--- config.mk ---
export PLATFORM = sky130hd
export DESIGN_NAME = clock_period_meter
export DESIGN_NICKNAME = d
export VERILOG_FILES = /design/src/rtl/clock_period_meter.sv
export SDC_FILE = /design/constraint.sdc
export NUM_CORES = 1
export LEC_CHECK = 0
export BUFFER_PORTS_ARGS = -buffer_cell sky130_fd_sc_hd__buf_2
export CAP_MARGIN = 20
export CORE_MARGIN = 2
export CORE_UTILIZATION = 40
export CTS_CLUSTER_DIAMETER = 150
export DETAILED_ROUTE_END_ITERATION = 16
export HOLD_SLACK_MARGIN = 0.12
export PLACE_DENSITY = 0.57
export SLEW_MARGIN = 30
export SYNTH_ARGS = -nofsm -noshare
export SYNTH_HDL_FRONTEND = slang
export SYNTH_SLANG_ARGS = --single-unit
--- constraint.sdc ---
create_clock -name clk -period 2.8 [get_ports clk]
set_input_delay 0.14 -clock clk [delete_from_list [all_inputs] [get_ports clk]]
set_output_delay 0.14 -clock clk [all_outputs]
set_load 0.01 [all_outputs]
--- src/rtl/clock_period_meter.sv ---
// -----------------------------------------------------------------------------
// clock_period_meter
//
// Measures a slow square wave (for example a divided clock or an external
// tick) in the system clock domain. It reports the period and the high time
// of the wave in system-clock cycles, and flags loss of signal when no rising
// edge arrives for TIMEOUT_CYCLES cycles.
//
// Parameters
//   CNT_W          width of the period/high-time counters and outputs
//   SYNC_STAGES    synchronizer depth on sig_in (>= 2)
//   TIMEOUT_CYCLES cycles without a rising edge before timeout (< 2**CNT_W)
//
// Ports
//   clk        system clock, all logic on its rising edge
//   rst_n      asynchronous active-low reset
//   sig_in     slow square wave, asynchronous to clk
//   clear      synchronous restart, active-high
//   period     clk cycles between the last two sig_in rising edges
//   high_time  clk cycles sig_in was high within that period
//   meas_valid one-cycle pulse when period/high_time update
//   locked     high once one full period is measured and no timeout since
//   timeout    sticky loss-of-signal flag, cleared by the next rising edge
// -----------------------------------------------------------------------------
module clock_period_meter #(
    parameter int          CNT_W          = 32,
    parameter int          SYNC_STAGES    = 2,
    parameter int unsigned TIMEOUT_CYCLES = 100_000_000
) (
    input  logic             clk,
    input  logic             rst_n,
    input  logic             sig_in,
    input  logic             clear,
    output logic [CNT_W-1:0] period,
    output logic [CNT_W-1:0] high_time,
    output logic             meas_valid,
    output logic             locked,
    output logic             timeout
);

    typedef enum logic [1:0] {
        S_IDLE,
        S_MEAS,
        S_TIMEOUT
    } state_t;

    localparam logic [CNT_W-1:0] CNT_ONE     = CNT_W'(1);
    localparam logic [CNT_W-1:0] TIMEOUT_CNT = CNT_W'(TIMEOUT_CYCLES);

    // -------------------------------------------------------------------------
    // Input synchronizer and rising-edge detector. These keep running through
    // clear so that a restart never fabricates an edge out of stale history.
    // -------------------------------------------------------------------------
    logic [SYNC_STAGES-1:0] sync_q;
    logic                   prev_q;
    logic                   sync;
    logic                   rise;

    always_ff @(posedge clk or negedge rst_n) begin
        if (!rst_n) begin
            sync_q <= '0;
            prev_q <= 1'b0;
        end else begin
            // NOTE: sequential state uses non-blocking assignments so every
            // flop samples the pre-edge value of its neighbour; a blocking
            // assignment here would collapse the synchronizer into one stage.
            sync_q <= {sync_q[SYNC_STAGES-2:0], sig_in};
            prev_q <= sync;
        end
    end

    assign sync = sync_q[SYNC_STAGES-1];
    assign rise = sync & ~prev_q;

    // -------------------------------------------------------------------------
    // Measurement FSM: state register and datapath registers
    // -------------------------------------------------------------------------
    state_t           state_q, state_d;
    logic [CNT_W-1:0] cnt_q, cnt_d;
    logic [CNT_W-1:0] hcnt_q, hcnt_d;
    logic [CNT_W-1:0] period_d, high_time_d;
    logic             meas_valid_d, locked_d, timeout_d;

    always_ff @(posedge clk or negedge rst_n) begin
        if (!rst_n) begin
            state_q    <= S_IDLE;
            cnt_q      <= '0;
            hcnt_q     <= '0;
            period     <= '0;
            high_time  <= '0;
            meas_valid <= 1'b0;
            locked     <= 1'b0;
            timeout    <= 1'b0;
        end else begin
            state_q    <= state_d;
            cnt_q      <= cnt_d;
            hcnt_q     <= hcnt_d;
            period     <= period_d;
            high_time  <= high_time_d;
            meas_valid <= meas_valid_d;
            locked     <= locked_d;
            timeout    <= timeout_d;
        end
    end

    // Next-state and next-output logic. Priority: clear > rise > timeout.
    always_comb begin
        // NOTE: every signal assigned below gets a default first, so no path
        // through the case statement leaves one unassigned and infers a latch.
        state_d      = state_q;
        cnt_d        = cnt_q;
        hcnt_d       = hcnt_q;
        period_d     = period;
        high_time_d  = high_time;
        meas_valid_d = 1'b0;
        locked_d     = locked;
        timeout_d    = timeout;

        if (clear) begin
            // Restart from scratch; a coincident rise is deliberately dropped.
            state_d     = S_IDLE;
            cnt_d       = '0;
            hcnt_d      = '0;
            period_d    = '0;
            high_time_d = '0;
            locked_d    = 1'b0;
            timeout_d   = 1'b0;
        end else begin
            case (state_q)
                S_IDLE: begin
                    // First edge only opens a period; nothing to report yet.
                    if (rise) begin
                        state_d = S_MEAS;
                        cnt_d   = CNT_ONE;
                        hcnt_d  = CNT_ONE;
                    end
                end

                S_MEAS: begin
                    if (rise) begin
                        // The rise cycle itself is cycle 1 of the new period.
                        period_d     = cnt_q;
                        high_time_d  = hcnt_q;
                        meas_valid_d = 1'b1;
                        locked_d     = 1'b1;
                        cnt_d        = CNT_ONE;
                        hcnt_d       = CNT_ONE;
                    end else if (cnt_q == TIMEOUT_CNT) begin
                        // Counter parks here, so it can never wrap.
                        state_d     = S_TIMEOUT;
                        timeout_d   = 1'b1;
                        locked_d    = 1'b0;
                        period_d    = '0;
                        high_time_d = '0;
                    end else begin
                        cnt_d = cnt_q + CNT_ONE;
                        if (sync) begin
                            hcnt_d = hcnt_q + CNT_ONE;
                        end
                    end
                end

                S_TIMEOUT: begin
                    // Signal is back, but a full period is needed to relock.
                    if (rise) begin
                        state_d   = S_MEAS;
                        timeout_d = 1'b0;
                        cnt_d     = CNT_ONE;
                        hcnt_d    = CNT_ONE;
                    end
                end

                default: begin
                    state_d = S_IDLE;
                end
            endcase
        end
    end

endmodule
Word level (Yosys, flattened, before mapping)

Cells that the tools add are included.

Word-level logic and storage cells: 68
Bits in writable memories: 0
Input bits: 4
Latch bits: 0
Memory bits (read-only): 0
Memories: 0
Output and inout port bits: 67
Flip-flop bits (word level): 136

Shift operators: 0
$mul: 0
Div/mod/pow operators: 0
Reductions and logical operators: 11
Bitwise operators: 2
Add/sub/neg operators: 2
Muxes and demuxes: 34
Order comparisons: 0
Equality and inequality tests: 9

Operator list:

| kind                    | count |
|---|---|
| $mux W32                | 15 |
| $pmux W32 S2            | 2 |
| $add A32 B1 Y32 const B | 2 |
| $eq A32 B27 Y1 const B  | 1 |
| $mux W1                 | 11 |
| $ne A3 B3 Y1 const B    | 3 |
| $reduce_bool A3 Y1      | 3 |
| $mux W2                 | 4 |
| $ne A4 B4 Y1 const B    | 2 |
| $reduce_and A4 Y1       | 2 |
| $reduce_and A3 Y1       | 2 |
| $pmux W2 S2             | 1 |
| $ne A3 B1 Y1 const B    | 1 |
| $eq A2 B1 Y1 const B    | 1 |
| $eq A2 B2 Y1 const B    | 1 |
| $logic_not A2 Y1        | 1 |
| $pmux W1 S2             | 1 |
| $reduce_and A2 Y1       | 1 |
| $reduce_bool A2 Y1      | 1 |
| $reduce_or A2 Y1        | 1 |
| $and A1 B1 Y1           | 1 |
| $not A1 Y1              | 1 |

Depth between registers and ports, before layout

Gate-level depths: netlist (run 1).

Depth after elaboration: 6
Mapped depth: 8
Mapped depth without buffers: 7

Worst setup path after synthesis (run 1)

OpenSTA, ideal clock, no wires.

Path kind: register to register
Start point: register cnt_q[25]
End point: register period[25]
Path buffers: 1
Cell stages (with the launch flop): 8
Data required time: 2679 ps
Arrival: 2470 ps
Setup slack: 209 ps
Cell sequence: dfrtp_1 > or4_1 > or4_4 > or3_4 > a21oi_1 > nor2_1 > buf_2 > a22o_2

Cells in the longest elaborated chain, start to end: 3
Elaborated cells between the ends (all ways): 6
Classes of those cells: eq/ne (1); mux (3); reduce/logical (2)

Ends and longest elaborated chain:

| what                                                            | RTL line | source |
|---|---|---|
| start: declaration                                              | 79       | `logic [CNT_W-1:0] cnt_q, cnt_d;` |
| start signal: assignment                                        | 96       | `cnt_q <= cnt_d;` |
| $eq A32 B27 Y1 / $mux W32 (equally long branches)               | 148, 140 |  |
| $reduce_bool A3 Y1 (no line) / $mux W32 (equally long branches) | -        |  |
| $reduce_and A2 Y1 (no line) / $mux W32 (equally long branches)  | -        |  |
| end signal: assignment                                          | 98       | `period <= period_d;` |
| end: declaration                                                | 34       | `output logic [CNT_W-1:0] period,` |

Several ways; a longest one is shown, not always the timed one. The select of a mux whose other input is x is not followed.
A chain may end at the register's enable or synchronous reset.

Worst setup path in the final report (run 1)

Start point: register cnt_q[12]
End point: register high_time[23]

Cells in the longest elaborated chain, start to end: 3

Ends and longest elaborated chain:

| what                         | RTL line | source |
|---|---|---|
| $eq A32 B27 Y1               | 148      | `end else if (cnt_q == TIMEOUT_CNT) begin` |
| $reduce_bool A3 Y1 (no line) | -        |  |
| $reduce_and A2 Y1 (no line)  | -        |  |
| end signal: assignment       | 99       | `high_time <= high_time_d;` |
| end: declaration             | 35       | `output logic [CNT_W-1:0] high_time,` |

No other way between the ends.

==> results of run 1 <==
[power by group through the flow]
stage               logic (mW)  registers (mW)  clock network, mW
floorplan                0.105            2.02                  0
CTS                      0.219            1.99               2.69
global route             0.245            1.99               2.78
detailed placement       0.216            2.02                  0
finish                   0.217            1.99               2.66
global placement         0.209            2.02                  0
[repair_timing]
item	CTS	global route
endpoints found under the setup margin	0	47
hold endpoints to repair	68	0
buffers inserted	0	3
hold buffers	2	0
resized for setup	0	3
[layout by cell type, fill, tap and decap left out, types with 3 or more instances in the layout]
| master | count |
|---|---|
| a21oi_1 | 28 |
| dfrtp_1 | 136 |
| or4_1 | 5 |
| nand4_1 | 23 |
| inv_1 | 6 |
| nor4_1 | 7 |
| o21ai_0 | 80 |
| and2_1 | 6 |
| nor2b_1 | 6 |
| nor2_1 | 39 |
| clkinvlp_4 | 3 |
| nand2b_1 | 3 |
| a31oi_1 | 22 |
| clkbuf_16 | 17 |
| ha_1 | 3 |
| nand3_1 | 29 |
| and3_1 | 18 |
| nor3_1 | 10 |
| o41ai_1 | 3 |
| buf_12 | 4 |
| a21o_1 | 5 |
| o31ai_1 | 12 |
| buf_4 | 28 |
| a22o_1 | 63 |
| buf_2 | 69 |
| nand2_1 | 57 |
| bufinv_16 | 7 |
[area by class of cell]
cell class,count,share of cell area
clock buffers,19,0.0583
clock inverters,12,0.0317
inverters,6,0.00290
multi-input cells,449,0.348
flip-flops and latches,136,0.438
well taps,211,0.0340
repair buffers,105,0.0872
[logic make-up after synthesis]
| group | share of synthesized area |
|---|---|
| fa+ha+maj | 0.00598 |
| flops | 0.542 |
| compound gates | 0.241 |
| buf+inv | 0.0337 |
| mux | 0.00159 |
| simple gates | 0.175 |
[sequential cells by signal, summed over array words and instances, names as in the netlist]
| register | cells |
|---|---|
| timeout | 1 |
| hcnt_q | 32 |
| state_q | 2 |
| high_time | 32 |
| locked | 1 |
| sync_q | 2 |
| prev_q | 1 |
| period | 32 |
| meas_valid | 1 |
| cnt_q | 32 |
[per-stage QoR]
step	instance area, sq um	std cells
final	7770	938
after global routing	7770	938
after CTS	7740	935
after detailed placement	7020	902
after global placement	7010	902
after floorplan	6280	634
[metal layers]
layer | wire length [um] | part of all wire | GRT usage | vias to the layer above
li1 | - | - | - | 2562
met1 | 8770 | 0.52 | 0.346 | 2717
met2 | 7010 | 0.42 | 0.288 | 180
met3 | 777 | 0.046 | 0.0400 | 17
met4 | 212 | 0.013 | 0.0748 | 0
met5 | 0 | 0 | 0 | -
[how the worst min path moves through the flow]
stage,startpoint,endpoint,slack [ns],depth (start not counted)
finish,clear,state_q[0],0.21,2
floorplan,rst_n,cnt_q[0],-0.16,0
detailed placement,rst_n,meas_valid,0.19,1
CTS,clear,state_q[0],0.20,2
global route,clear,state_q[0],0.26,2
global placement,rst_n,meas_valid,0.18,1
[cells in the mapped netlist (2+ instances only)]
library cell and count:
buf_2 9, ha_1 3, and3_1 18, nand3_1 29
clkbuf_1 29, a21o_1 5, o41ai_1 3, buf_6 2
o31ai_1 12, nor4_1 9, or4_1 5, and2_1 6
or4_4 2, a21oi_1 29, a22o_1 63, nand2b_1 3
o311ai_0 2, or3_1 2, o21ai_0 80, nor3_1 11
nor2_1 40, nor2b_1 6, inv_1 6, nand4_1 23
and4_1 2, buf_1 2, nand2_1 57, dfrtp_1 136
a31oi_1 22
[critical path, cell delays in order (launching register included)]
cell	delay (ns)
dfrtp_1	0.40
or4_1	0.51
or4_4	0.58
or3_4	0.38
a21oi_2	0.20
nor2_4	0.06
buf_6	0.21
a22o_1	0.20
==> impl_metrics.toml, run 1 <==
[placed_design]
portBuffers = 70
gp_congestion = 0.834
dp_hpwl_um = 11100
place_ws_ns = 0.0334

[timing]
slew-limit-headroom = 0.415
fmax_ghz = 0.375
rsz0062_at_grt = "no"
whs_ns = 0.213
worst_pin_slew_ns = 0.871
setup_viol = 0
min_period_over_period = 0.952
drv_slew = 0
fin_ws_ns = 0.135
period_needed_ns = 2.66
setup_tns_ns = 0
hold_violations = 0
fin_worst_skew_ns = 0.0157

[synth]
synthesis.nets = 641
synthFlopType = "dfrtp_1"
synth_area_leader_cell = "dfrtp_1"
yosys_register_bits = 136
synth-edff-count = 0
synth_area_sq_um = 6280
yosysSeqAreaShare = 0.542
synth_cell_types = 47
synth_top_area_share = 0.542
yosys_warnings = 0
syn_inst = 634
ys_async_sr_fraction = 1.00
synthTopCellsByArea = "dfrtp_1 (54%), a22o_1 (8.8%), o21ai_0 (6.4%)"
syn-mean-instance-area_sq_um = 9.90

[critical_path]
timing.rr.start = "cnt_q[12]"
crit_path_start = "cnt_q[12]"
required_ns = 3.10
critPathKind = "reg -> reg"
worst_ep_arrival_time_ns = 2.97
worstReg2RegEnd = "high_time[23]"
critPathMaxFanout = 30
reg2reg_depth = 7
crit_end = "high_time[23]"
critPathCaptureType = "flop"
cp-start-kind = "flop"
rrSetupSlack_ns = 0.14

[cells_and_area]
utilization = 0.509
register_area_sq_um = 3400
diodes = 0
multi_input_area_sq_um = 2710
layout-drive-gt1-share = 0.206
fill_cells = 1403
nets = 722
area_delta_synth_final_pct = 23.8

[route]
drtIter0Drc = 514
via_per_inst = 5.84
drt.antenna.violating_nets = 0
first_pass_iters = 7
drc = 0
totalWireLength_um = 16800
wl_per_cell_um = 17.9
vias = 5476

[grt]
grtUsageTotal = 0.216
grt_antenna_before_repair = 0
grt_max_degree = 70
grt_pass1_vias = 5225
overflow = 0
grt_first_pass_wirelength_um = 28200

[power]
peakVddDrop_uv = 411
p_comb_frac = 0.045
switching_power_mw = 1.02
seqPwrFrac = 0.409
p_int_mw = 3.84
switching_share = 0.210
p_leak_nw = 3.63
power_mw = 4.86
clkPwrFrac = 0.547
power.density_nw_per_um2 = 625

[clocking]
htree_levels = 4
cts_sinks = 136
clk_pin_slew_ns = 0.06
clock_latency_ns = 0.43
cts_root_buf = "clkbuf_16"
cts_made_buffers = 17
clock_path_buffers = 2
cts_tree = "done"

[run_status]
status = "finished clean"

[flow_run]
drv_cap = 0

[worst_hold_path]
min_path_type = "in -> reg"

[floorplan]
design.core.area_sq_um = 15300
pin_count = 71
dieWidth_um = 129
start_util = 0.411
die-area_sq_um = 16700
die_y_um = 129
rows = 45
Power figures use the tool's default switching activity.
==> run 2: changes to the inputs <==
CELL_PAD_IN_SITES_DETAIL_PLACEMENT = 0   (was unset)
CELL_PAD_IN_SITES_GLOBAL_PLACEMENT = 1   (was unset)
PLACE_DENSITY = 0.68   (was 0.57)
RECOVER_POWER = 25   (was unset)
clock period = 2.6 ns   (was 2.8 ns; I/O delays follow)
==> impl_metrics.toml, run 2 (same netlist as run 1, synthesis figures left out) <==
[route]
wl_per_cell_um = 18.6
via_per_inst = 5.84
drtIter0Drc = 439
first_pass_iters = 6
totalWireLength_um = 18000
drt.antenna.violating_nets = 0
drc = 0
vias = 5645

[cells_and_area]
layout_common_cells = "dfrtp_1 (136), o21ai_0 (79), buf_2 (70)"
mostFrequentLayoutCell = "dfrtp_1"
layout-drive-gt1-share = 0.234
nets = 753
fill_cells = 1432
final_cell_area_sq_um = 7860
area_delta_synth_final_pct = 25.2
diodes = 0

[power]
p_int_mw = 3.47
p_leak_nw = 3.71
clkPwrFrac = 0.468
p_comb_frac = 0.057
peakVddDrop_uv = 480
switching_power_mw = 1.03
switching_share = 0.229
power.density_nw_per_um2 = 573
seqPwrFrac = 0.475

[floorplan]
die_y_um = 129
design.core.area_sq_um = 15300
pin_count = 71
die-area_sq_um = 16700
rows = 45
start_util = 0.411
dieWidth_um = 129

[clocking]
clock_path_buffers = 2
clock_latency_ns = 0.42
htree_levels = 4
cts_made_buffers = 17
cts_sinks = 136
clk_pin_slew_ns = 0.06
cts_tree = "done"
cts_root_buf = "clkbuf_16"

[timing]
rsz0062_at_grt = "no"
hold_violations = 0
fin_worst_skew_ns = 0.00958
period_needed_ns = 2.48
slew-limit-headroom = -0.0555
min_period_over_period = 0.952
setup_viol = 0
whs_ns = 0.133
setup_tns_ns = 0
drv_slew = 65
worst_pin_slew_ns = 1.58
fmax_ghz = 0.404

[critical_path]
rrSetupSlack_ns = 0.12
worst_ep_arrival_time_ns = 2.78
cp-start-kind = "flop"
worstReg2RegEnd = "cnt_q[28]"
required_ns = 2.91
reg2reg_depth = 8
timing.rr.start = "cnt_q[25]"
critPathCaptureType = "flop"
critPathKind = "reg -> reg"
critPathMaxFanout = 4

[grt]
grt_max_degree = 65
grt_first_pass_wirelength_um = 28800
overflow = 0
grt_antenna_before_repair = 0
grtUsageTotal = 0.222
grt_pass1_vias = 5390

[worst_hold_path]
min_path_type = "in -> reg"
min-delay-start = "clear"
min_path_cells = 2
worstHoldEndpoint = "timeout"

[run_status]
violations = "max-capacitance violations, max-slew violations"
status = "complete, but fails checks"

[flow_run]
drv_cap = 1

[placed_design]
dp_hpwl_um = 12200
portBuffers = 70
place_area_sq_um = 7270
gp_congestion = 0.840
==> run 2: worst max-delay path, cell delays in order, from the launching register on <==
cell and delay (ns):
dfrtp_1 0.38, or4_1 0.52, or4_4 0.45, or3_4 0.36, buf_4 0.16, nand4_1 0.14
buf_4 0.16, nor3_1 0.05, a21o_1 0.15
==> run 2: routing by layer <==
metal	up-vias	global-route usage	wire length [um]
li1	2617	-	-
met1	2848	0.300	8180
met2	158	0.360	8730
met3	22	0.0491	778
met4	0	0.0684	266
met5	-	0	0
==> run 2: worst max path at each step <==
stage	startpoint	endpoint	slack, ns
after detailed placement	cnt_q[12]	period[12]	-0.07
after CTS	cnt_q[12]	high_time[14]	-0.008
after floorplan	cnt_q[25]	period[25]	0.009
after global routing	cnt_q[25]	cnt_q[28]	0.05
after global placement	cnt_q[12]	period[25]	-0.01
final	cnt_q[25]	cnt_q[28]	0.12
==> run 2: cell type report <==
type	instances	area, sq um	area share
Clock buffer	23	478	0.0608
Clock inverter	5	25.0	0.00319
Inverter	6	22.5	0.00287
Multi-Input combinational cell	449	2730	0.347
Sequential cell	136	3400	0.433
Tap cell	211	264	0.0336
Timing Repair Buffer	136	936	0.119
==> run 2: metrics by stage <==
stage,total power [mW],worst slack [ns],utilization,instances
after floorplan,2.29,0.00861,-,634
after global placement,2.42,-0.0102,0.476,932
after detailed placement,2.43,-0.0661,0.476,932
after CTS,4.54,-0.00777,0.513,964
after global routing,4.66,0.0498,0.515,966
final,4.50,0.125,0.515,966
==> run 2: what timing repair did <==
item	in CTS	in global routing
setup buffers	1	1
setup endpoints to repair	79	113
hold buffers	3	0
endpoints found under the hold margin	104	0
resized for setup	7	4
cloned	0	1
pin swaps	0	1
==> run 2: power groups by stage <==
stage / sequential [mW] / combinational [mW] / clock, mW
after floorplan: 2.18 / 0.113 / 0
after global placement: 2.18 / 0.244 / 0
after detailed placement: 2.18 / 0.250 / 0
after CTS: 2.14 / 0.259 / 2.15
after global routing: 2.14 / 0.281 / 2.24
final: 2.14 / 0.256 / 2.11
